==> src/rtl/load_store_unit.sv <==
// RV32I load/store engine: one request at a time, word-addressed memory
// port with byte strobes, aligned/extended load write-back and error pulse.
module load_store_unit #(
    parameter int TIMEOUT_CYCLES = 255
) (
    input  logic        clk,
    input  logic        rst,
    input  logic        req_valid_i,
    output logic        req_ready_o,
    input  logic        req_we_i,
    input  logic [2:0]  req_funct3_i,
    input  logic [31:0] req_addr_i,
    input  logic [31:0] req_wdata_i,
    input  logic [4:0]  req_rd_i,
    output logic        mem_req_o,
    output logic        mem_we_o,
    output logic [31:0] mem_addr_o,
    output logic [31:0] mem_wdata_o,
    output logic [3:0]  mem_wstrb_o,
    input  logic        mem_ack_i,
    input  logic [31:0] mem_rdata_i,
    output logic        wb_en_o,
    output logic [4:0]  wb_rd_o,
    output logic [31:0] wb_data_o,
    output logic        err_o
);

    localparam int CNT_W = (TIMEOUT_CYCLES < 2) ? 1 : $clog2(TIMEOUT_CYCLES + 1);
    localparam logic [CNT_W-1:0] CNT_LAST = CNT_W'(TIMEOUT_CYCLES - 1);

    typedef enum logic [1:0] {
        IDLE,
        ACCESS,
        WB,
        ERR
    } state_e;

    state_e state_q, state_d;

    logic [CNT_W-1:0] cnt_q, cnt_d;
    logic [2:0]       f3_q, f3_d;
    logic [1:0]       lane_q, lane_d;
    logic [4:0]       rd_q, rd_d;
    logic             mem_req_q, mem_req_d;
    logic             mem_we_q, mem_we_d;
    logic [31:0]      mem_addr_q, mem_addr_d;
    logic [31:0]      mem_wdata_q, mem_wdata_d;
    logic [3:0]       mem_wstrb_q, mem_wstrb_d;
    logic             wb_en_q, wb_en_d;
    logic [4:0]       wb_rd_q, wb_rd_d;
    logic [31:0]      wb_data_q, wb_data_d;
    logic             err_q, err_d;

    logic        bad_req;
    logic [7:0]  rd_byte;
    logic [15:0] rd_half;
    logic [31:0] ld_ext;

    // Misalignment and illegal funct3 are both rejected before any access.
    always_comb begin
        bad_req = 1'b0;
        if (req_we_i) begin
            bad_req = req_funct3_i > 3'd2;
        end else begin
            bad_req = (req_funct3_i == 3'd3) || (req_funct3_i == 3'd6) ||
                      (req_funct3_i == 3'd7);
        end
        if (req_funct3_i[1:0] == 2'd1 && req_addr_i[0]) begin
            bad_req = 1'b1;
        end
        if (req_funct3_i[1:0] == 2'd2 && req_addr_i[1:0] != 2'd0) begin
            bad_req = 1'b1;
        end
    end

    always_comb begin
        rd_byte = 8'h00;
        unique case (lane_q)
            2'd0: rd_byte = mem_rdata_i[7:0];
            2'd1: rd_byte = mem_rdata_i[15:8];
            2'd2: rd_byte = mem_rdata_i[23:16];
            2'd3: rd_byte = mem_rdata_i[31:24];
        endcase
        rd_half = lane_q[1] ? mem_rdata_i[31:16] : mem_rdata_i[15:0];
        case (f3_q)
            3'd0:    ld_ext = {{24{rd_byte[7]}}, rd_byte};
            3'd1:    ld_ext = {{16{rd_half[15]}}, rd_half};
            3'd4:    ld_ext = {24'h0, rd_byte};
            3'd5:    ld_ext = {16'h0, rd_half};
            default: ld_ext = mem_rdata_i;
        endcase
    end

    always_comb begin
        state_d     = state_q;
        cnt_d       = cnt_q;
        f3_d        = f3_q;
        lane_d      = lane_q;
        rd_d        = rd_q;
        mem_req_d   = mem_req_q;
        mem_we_d    = mem_we_q;
        mem_addr_d  = mem_addr_q;
        mem_wdata_d = mem_wdata_q;
        mem_wstrb_d = mem_wstrb_q;
        wb_en_d     = 1'b0;
        wb_rd_d     = wb_rd_q;
        wb_data_d   = wb_data_q;
        err_d       = 1'b0;

        unique case (state_q)
            IDLE: begin
                cnt_d = '0;
                if (req_valid_i) begin
                    if (bad_req) begin
                        state_d = ERR;
                        err_d   = 1'b1;
                    end else begin
                        state_d     = ACCESS;
                        f3_d        = req_funct3_i;
                        lane_d      = req_addr_i[1:0];
                        rd_d        = req_rd_i;
                        mem_req_d   = 1'b1;
                        mem_we_d    = req_we_i;
                        mem_addr_d  = {req_addr_i[31:2], 2'b00};
                        mem_wdata_d = req_wdata_i;
                        mem_wstrb_d = 4'b0000;
                        if (req_we_i) begin
                            case (req_funct3_i)
                                3'd0: begin
                                    mem_wdata_d = {4{req_wdata_i[7:0]}};
                                    mem_wstrb_d = 4'b0001 << req_addr_i[1:0];
                                end
                                3'd1: begin
                                    mem_wdata_d = {2{req_wdata_i[15:0]}};
                                    mem_wstrb_d = 4'b0011 << req_addr_i[1:0];
                                end
                                default: mem_wstrb_d = 4'b1111;
                            endcase
                        end
                    end
                end
            end
            ACCESS: begin
                cnt_d = cnt_q + 1'b1;
                // Ack wins over a timeout expiring on the same edge.
                if (mem_ack_i || cnt_q == CNT_LAST) begin
                    mem_req_d   = 1'b0;
                    mem_we_d    = 1'b0;
                    mem_addr_d  = '0;
                    mem_wdata_d = '0;
                    mem_wstrb_d = '0;
                    if (!mem_ack_i) begin
                        state_d = ERR;
                        err_d   = 1'b1;
                    end else if (mem_we_q) begin
                        state_d = IDLE;
                    end else begin
                        state_d   = WB;
                        wb_en_d   = rd_q != 5'd0;
                        wb_rd_d   = rd_q;
                        wb_data_d = ld_ext;
                    end
                end
            end
            WB:  state_d = IDLE;
            ERR: state_d = IDLE;
        endcase
    end

    always_ff @(posedge clk) begin
        if (rst) begin
            state_q     <= IDLE;
            cnt_q       <= '0;
            f3_q        <= '0;
            lane_q      <= '0;
            rd_q        <= '0;
            mem_req_q   <= 1'b0;
            mem_we_q    <= 1'b0;
            mem_addr_q  <= '0;
            mem_wdata_q <= '0;
            mem_wstrb_q <= '0;
            wb_en_q     <= 1'b0;
            wb_rd_q     <= '0;
            wb_data_q   <= '0;
            err_q       <= 1'b0;
        end else begin
            state_q     <= state_d;
            cnt_q       <= cnt_d;
            f3_q        <= f3_d;
            lane_q      <= lane_d;
            rd_q        <= rd_d;
            mem_req_q   <= mem_req_d;
            mem_we_q    <= mem_we_d;
            mem_addr_q  <= mem_addr_d;
            mem_wdata_q <= mem_wdata_d;
            mem_wstrb_q <= mem_wstrb_d;
            wb_en_q     <= wb_en_d;
            wb_rd_q     <= wb_rd_d;
            wb_data_q   <= wb_data_d;
            err_q       <= err_d;
        end
    end

    assign req_ready_o = state_q == IDLE;
    assign mem_req_o   = mem_req_q;
    assign mem_we_o    = mem_we_q;
    assign mem_addr_o  = mem_addr_q;
    assign mem_wdata_o = mem_wdata_q;
    assign mem_wstrb_o = mem_wstrb_q;
    assign wb_en_o     = wb_en_q;
    assign wb_rd_o     = wb_rd_q;
    assign wb_data_o   = wb_data_q;
    assign err_o       = err_q;

endmodule

==> config.mk <==
export PLATFORM = sky130hd
export DESIGN_NAME = load_store_unit
export DESIGN_NICKNAME = d
export VERILOG_FILES = /design/src/rtl/load_store_unit.sv
export SDC_FILE = /design/constraint.sdc
export NUM_CORES = 1
export LEC_CHECK = 0
export BUFFER_PORTS_ARGS = -buffer_cell sky130_fd_sc_hd__buf_2
export CAP_MARGIN = 20
export CORE_AREA = 2 2 89 155
export DETAILED_ROUTE_END_ITERATION = 6
export DIE_AREA = 0 0 91 157
export HOLD_SLACK_MARGIN = 0.12
export PLACE_DENSITY = 0.8
export SLEW_MARGIN = 40
export SYNTH_ARGS = -nofsm -noshare
export SYNTH_HDL_FRONTEND = slang
export SYNTH_SLANG_ARGS = --single-unit
==> constraint.sdc <==
create_clock -name clk -period 3.27 [get_ports clk]
set_clock_uncertainty 0.2 [all_clocks]
set_input_delay 0.4905 -clock clk [delete_from_list [all_inputs] [get_ports clk]]
set_output_delay 0.4905 -clock clk [all_outputs]
set_load 0.01 [all_outputs]
Word level (Yosys, flattened, before mapping)
Index checks and enable logic that the tools add are counted.
{ "op_classes": {"add_sub_neg": 1, "order_cmp": 1, "eq_ne": 19, "n_shift": 2, "mux": 40, "n_bitwise": 5, "reduce_logical": 18} }
{ "op_table": {"columns": ["op", "n"], "rows": [
  ["$mux W32", 6],
  ["$pmux W32 S2", 3],
  ["$pmux W32 S4", 1],
  ["$pmux W8 S4", 1],
  ["$mux W16", 1],
  ["$mux W4", 4],
  ["$pmux W4 S2", 2],
  ["$pmux W8 S2", 1],
  ["$eq A3 B3 Y1 const B", 4],
  ["$mux W1", 12],
  ["$eq A2 B2 Y1 const B", 5],
  ["$mux W2", 5],
  ["$add A8 B1 Y8 const B", 1],
  ["$eq A8 B8 Y1 const B", 1],
  ["$reduce_and A4 Y1", 2],
  ["$eq A2 B1 Y1 const B", 3],
  ["$eq A3 B1 Y1 const B", 2],
  ["$logic_not A3 Y1", 2],
  ["$ne A2 B2 Y1 const B", 3],
  ["$pmux W1 S2", 3],
  ["$pmux W2 S3", 1],
  ["$not A1 Y1", 5],
  ["$reduce_bool A5 Y1", 1],
  ["$reduce_or A5 Y1", 1],
  ["other kinds (11)", 16]
]} }
{ "word_totals": {"ff_bits": 129, "input_bits": 109, "output_inout_bits": 110} }

Logic depth before layout (Yosys ltp)
{ "depth": {"depth_word": 9, "depth_mapped": 8, "mapped_depth_nobuf": 6} }

Least setup slack after synthesis
OpenSTA, ideal clock, no wires.
{ "synth_path": {"kind": "input to register", "from": "input req_funct3_i[0]", "to": "register mem_addr_q[31], in the netlist mem_addr_o[31]", "setup_time_ns": 0.133, "arrival_time_ns": 1.599, "setup_slack_ns": 1.338, "stages": 8, "path_buffers": 4, "cell_sequence": "buf_2 > nor4_4 > o211ai_2 > buf_6 > buf_6 > buf_4 > nand2_1 > o32ai_1"} }
{ "synth_via": {"elab_chain_len": 8, "word_cells_on_any_way": 15} }
{ "synth_lines": {"columns": ["element", "line", "text"], "rows": [
  ["from (decl)", "11", "input logic [2:0] req_funct3_i,"],
  ["branches (longest 5 deep; another with $gt A3 B2 Y1)", null, null],
  ["$mux W1 *", "71", "if (req_funct3_i[1:0] == 2'd2 && req_addr_i[1:0] != 2'd0) begin"],
  ["$ne A2 B2 Y1 (no line) *", null, null],
  ["$reduce_and A4 Y1 (no line) *", null, null],
  ["to (signal assigned)", "194", "mem_addr_q <= mem_addr_d;"],
  ["to (decl)", "46", "logic [31:0] mem_addr_q, mem_addr_d;"]
]} }
Every way passes the cells marked *.
A chain may end at the register's enable or synchronous reset.

Final worst setup path
{ "layout_path": {"from": "register state_q[1]", "to": "register wb_data_q[11], in the netlist wb_data_o[11]"} }
{ "layout_via": {"elab_chain_len": 2} }
{ "layout_lines": {"columns": ["element", "line", "text"], "rows": [
  ["from (decl)", "38", "state_e state_q, state_d;"],
  ["from (signal assigned)", "187", "state_q <= state_d;"],
  ["$eq A2 B1 Y1", "110", "unique case (state_q)"],
  ["$reduce_and A4 Y1 (no line)", null, null],
  ["to (signal assigned)", "199", "wb_data_q <= wb_data_d;"],
  ["to (decl)", "51", "logic [31:0] wb_data_q, wb_data_d;"]
]} }
No other way between the ends.

==> flow_metrics.env <==
export IMPL_status="finished clean"
export IMPL_finalSetupTns_ns=0
export IMPL_wire_per_inst_um=15.55
export IMPL_path_class="flip-flop to flip-flop"
export IMPL_die_h_um=157
export IMPL_max_stage_delay_ns=0.57
export IMPL_wl_mm=16.25
export IMPL_core_mm2=0.01294
export IMPL_synthFlopType="dfxtp_1"
export IMPL_post_cts_buffers=0
export IMPL_power_w=0.004203
export IMPL_vias_per_cell=5.347
export IMPL_timing_hold_ws_ns=0.1434
export IMPL_drive_gt1_share_pct=33.98
export IMPL_p_per_area_mw_per_mm2=557.5
export IMPL_syn_area_mm2=0.005720
export IMPL_synthCells=665
export IMPL_diodes=0
export IMPL_ys_types=51
export IMPL_grt_pass1_wl_mm=26.23
export IMPL_crit_fanout=12
export IMPL_fillCellCount=1234
export IMPL_required_ns=3.32
export IMPL_mostFrequentLayoutCell="buf_2"
export IMPL_firstDrtPassIters=4
export IMPL_hp_class="input port to flip-flop"
export IMPL_grt_max_degree=66
export IMPL_via_count=5588
export IMPL_crit_chain="and4bb_1 -> nand2b_1 -> a21oi_2 -> a211oi_1"
export IMPL_setup_violations=0
export IMPL_cp_end_kind="flip-flop"
export IMPL_worst_slew_pin_slew_ns=0.6943
export IMPL_cts_tree="done"
export IMPL_syn_area_per_cell_um2=8.602
export IMPL_maxCapViolations=0
export IMPL_cts_root_buf="clkbuf_16"
export IMPL_die_area_mm2=0.01429
export IMPL_ant_nets=0
export IMPL_cts_buffers=17
export IMPL_antenna_found_initial=0
export IMPL_hold_viol_final=0
export IMPL_ctsHoldBuffers=7
export IMPL_ff_latch_area_mm2=0.002542
export IMPL_synth_edf_count=0
export IMPL_drt_iter0_markers=188
export IMPL_crit_arrival_ns=2.20
export IMPL_overflow=0
export IMPL_dp_hpwl_mm=11.70
export IMPL_ios=219
export IMPL_clockBufferDepth=2
export IMPL_clk_pin_slew_ns=0.07
export IMPL_critPathSlowestCell="and4bb_1"
export IMPL_max_freq_mhz=465.0
export IMPL_final_cell_mix="buf_2, dfxtp_1, nand2_1"
export IMPL_initial_core_util_pct=44.22
export IMPL_fin_crit_ns=2.151
export IMPL_seq_area_frac_synth_pct=44.44
export IMPL_drc_errors=0
export IMPL_rsz0062_at_grt="false"
export IMPL_slew_limit_headroom_pct=53.71
export IMPL_clock_sinks=127
export IMPL_slew_violations=0
export IMPL_grt_pass1_vias=5424
export IMPL_post_cts_resized=0
export IMPL_cp_num_buf_inv=0
export IMPL_yosys_warnings=0
export IMPL_nets=972
export IMPL_grt_usage_pct=22.58
export IMPL_period_share_pct=65.77
export IMPL_routabilityCongestion=0.8281
export IMPL_ys_async_sr_fraction_pct=0
export IMPL_area_growth_pct=31.78
export IMPL_io_buffers=216
export IMPL_p_leak_nw=3.345
export IMPL_cp_top_family="simple AND/OR/NAND/NOR gates"
export IMPL_insertion_delay_ns=0.40
export IMPL_crit_path_start_kind="flip-flop"
export IMPL_multi_input_area_mm2=0.002711
export IMPL_ir_drop_mv=0.3710
export IMPL_synth_seq_cells=127
export IMPL_cts_max_level=4
export IMPL_die_x_um=91
export IMPL_rows=55
==> layout make-up <==
cell class                 instances  share of cell area, %
clock buffer                      18                  5.826
clock inverter                    14                  2.407
inverter                          39                  1.942
multi-input combinational        438                  35.97
sequential                       127                  33.73
tap                              171                  2.838
timing repair buffer             238                  17.29
==> kinds of logic after synthesis <==
family	share of synthesized area, %
AO/OA/AOI/OAI	21.85
adder cells (fa/ha/maj)	0.4374
buffers and inverters	8.508
flip-flops	44.44
multiplexers	6.759
XOR/XNOR	0.6125
other	0.06555
AND/OR/NAND/NOR	17.32
==> state kept, by name, indices dropped and copies added, names as in the netlist, 3 cells and up <==
signal,count
cnt_q,8
f3_q,3
mem_addr_o,30
mem_wdata_o,32
mem_wstrb_o,4
rd_q,5
wb_data_o,32
wb_rd_o,5
==> synthesized netlist by cell type, types with 8 or more instances <==
master / count / share of area, %
o21ai_0: 29 / 2.5
a21oi_1: 21 / 1.8
nand2_1: 118 / 7.7
nor2_1: 60 / 3.9
mux2i_1: 27 / 4.7
nand3b_1: 8 / 1.0
nor3_1: 13 / 1.1
buf_2: 26 / 2.3
a211oi_1: 23 / 3.0
clkbuf_1: 21 / 1.4
inv_1: 39 / 2.6
o32ai_1: 44 / 6.7
o22ai_1: 21 / 2.3
dfxtp_1: 127 / 44
==> routing by layer <==
layer  vias up  track usage [%]  part of all wire [%]  wire length (um)
met1      2632            24.03                    37              6076
met2       193            42.15                    55              8908
met5         -                0                     0                 0
met3        24            4.356                   4.9               800
met4         0            11.04                   2.8               461
li1       2739                -                     -                 -
==> per-stage QoR <==
step	area (um^2)	cells	setup WS [ns]	utilization, %
after floorplan	5724	666	1.338	-
after global placement	6848	1006	1.090	52.93
after detailed placement	6848	1006	1.011	52.93
after CTS	7538	1045	1.109	58.27
after global routing	7538	1045	0.9484	58.27
final	7538	1045	1.119	58.27
==> where the power goes <==
group | leakage [nW] | switching, W | internal (W)
clock | 0.290 | 0.000742 | 0.00123
sequential | 1.03 | 0.0000478 | 0.00163
combinational | 2.02 | 0.000317 | 0.000234
total | 3.35 | 0.00111 | 0.00310
==> tightest hold or removal path, stage by stage <==
cell     delay (ns)
buf_2          0.09
inv_1          0.04
o32ai_1        0.08
==> path summary, 6_finish.rpt <==
check                       from  depth (start not counted)              to  slack [ns]
setup / recovery      state_q[1]                          4   wb_data_o[11]        1.12
setup reg to reg      state_q[1]                          4   wb_data_o[11]        1.12
hold reg to reg   mem_addr_o[21]                          2  mem_addr_o[21]        0.26
hold / removal    req_addr_i[10]                          3  mem_addr_o[10]        0.14
Power figures use the tool's default switching activity.
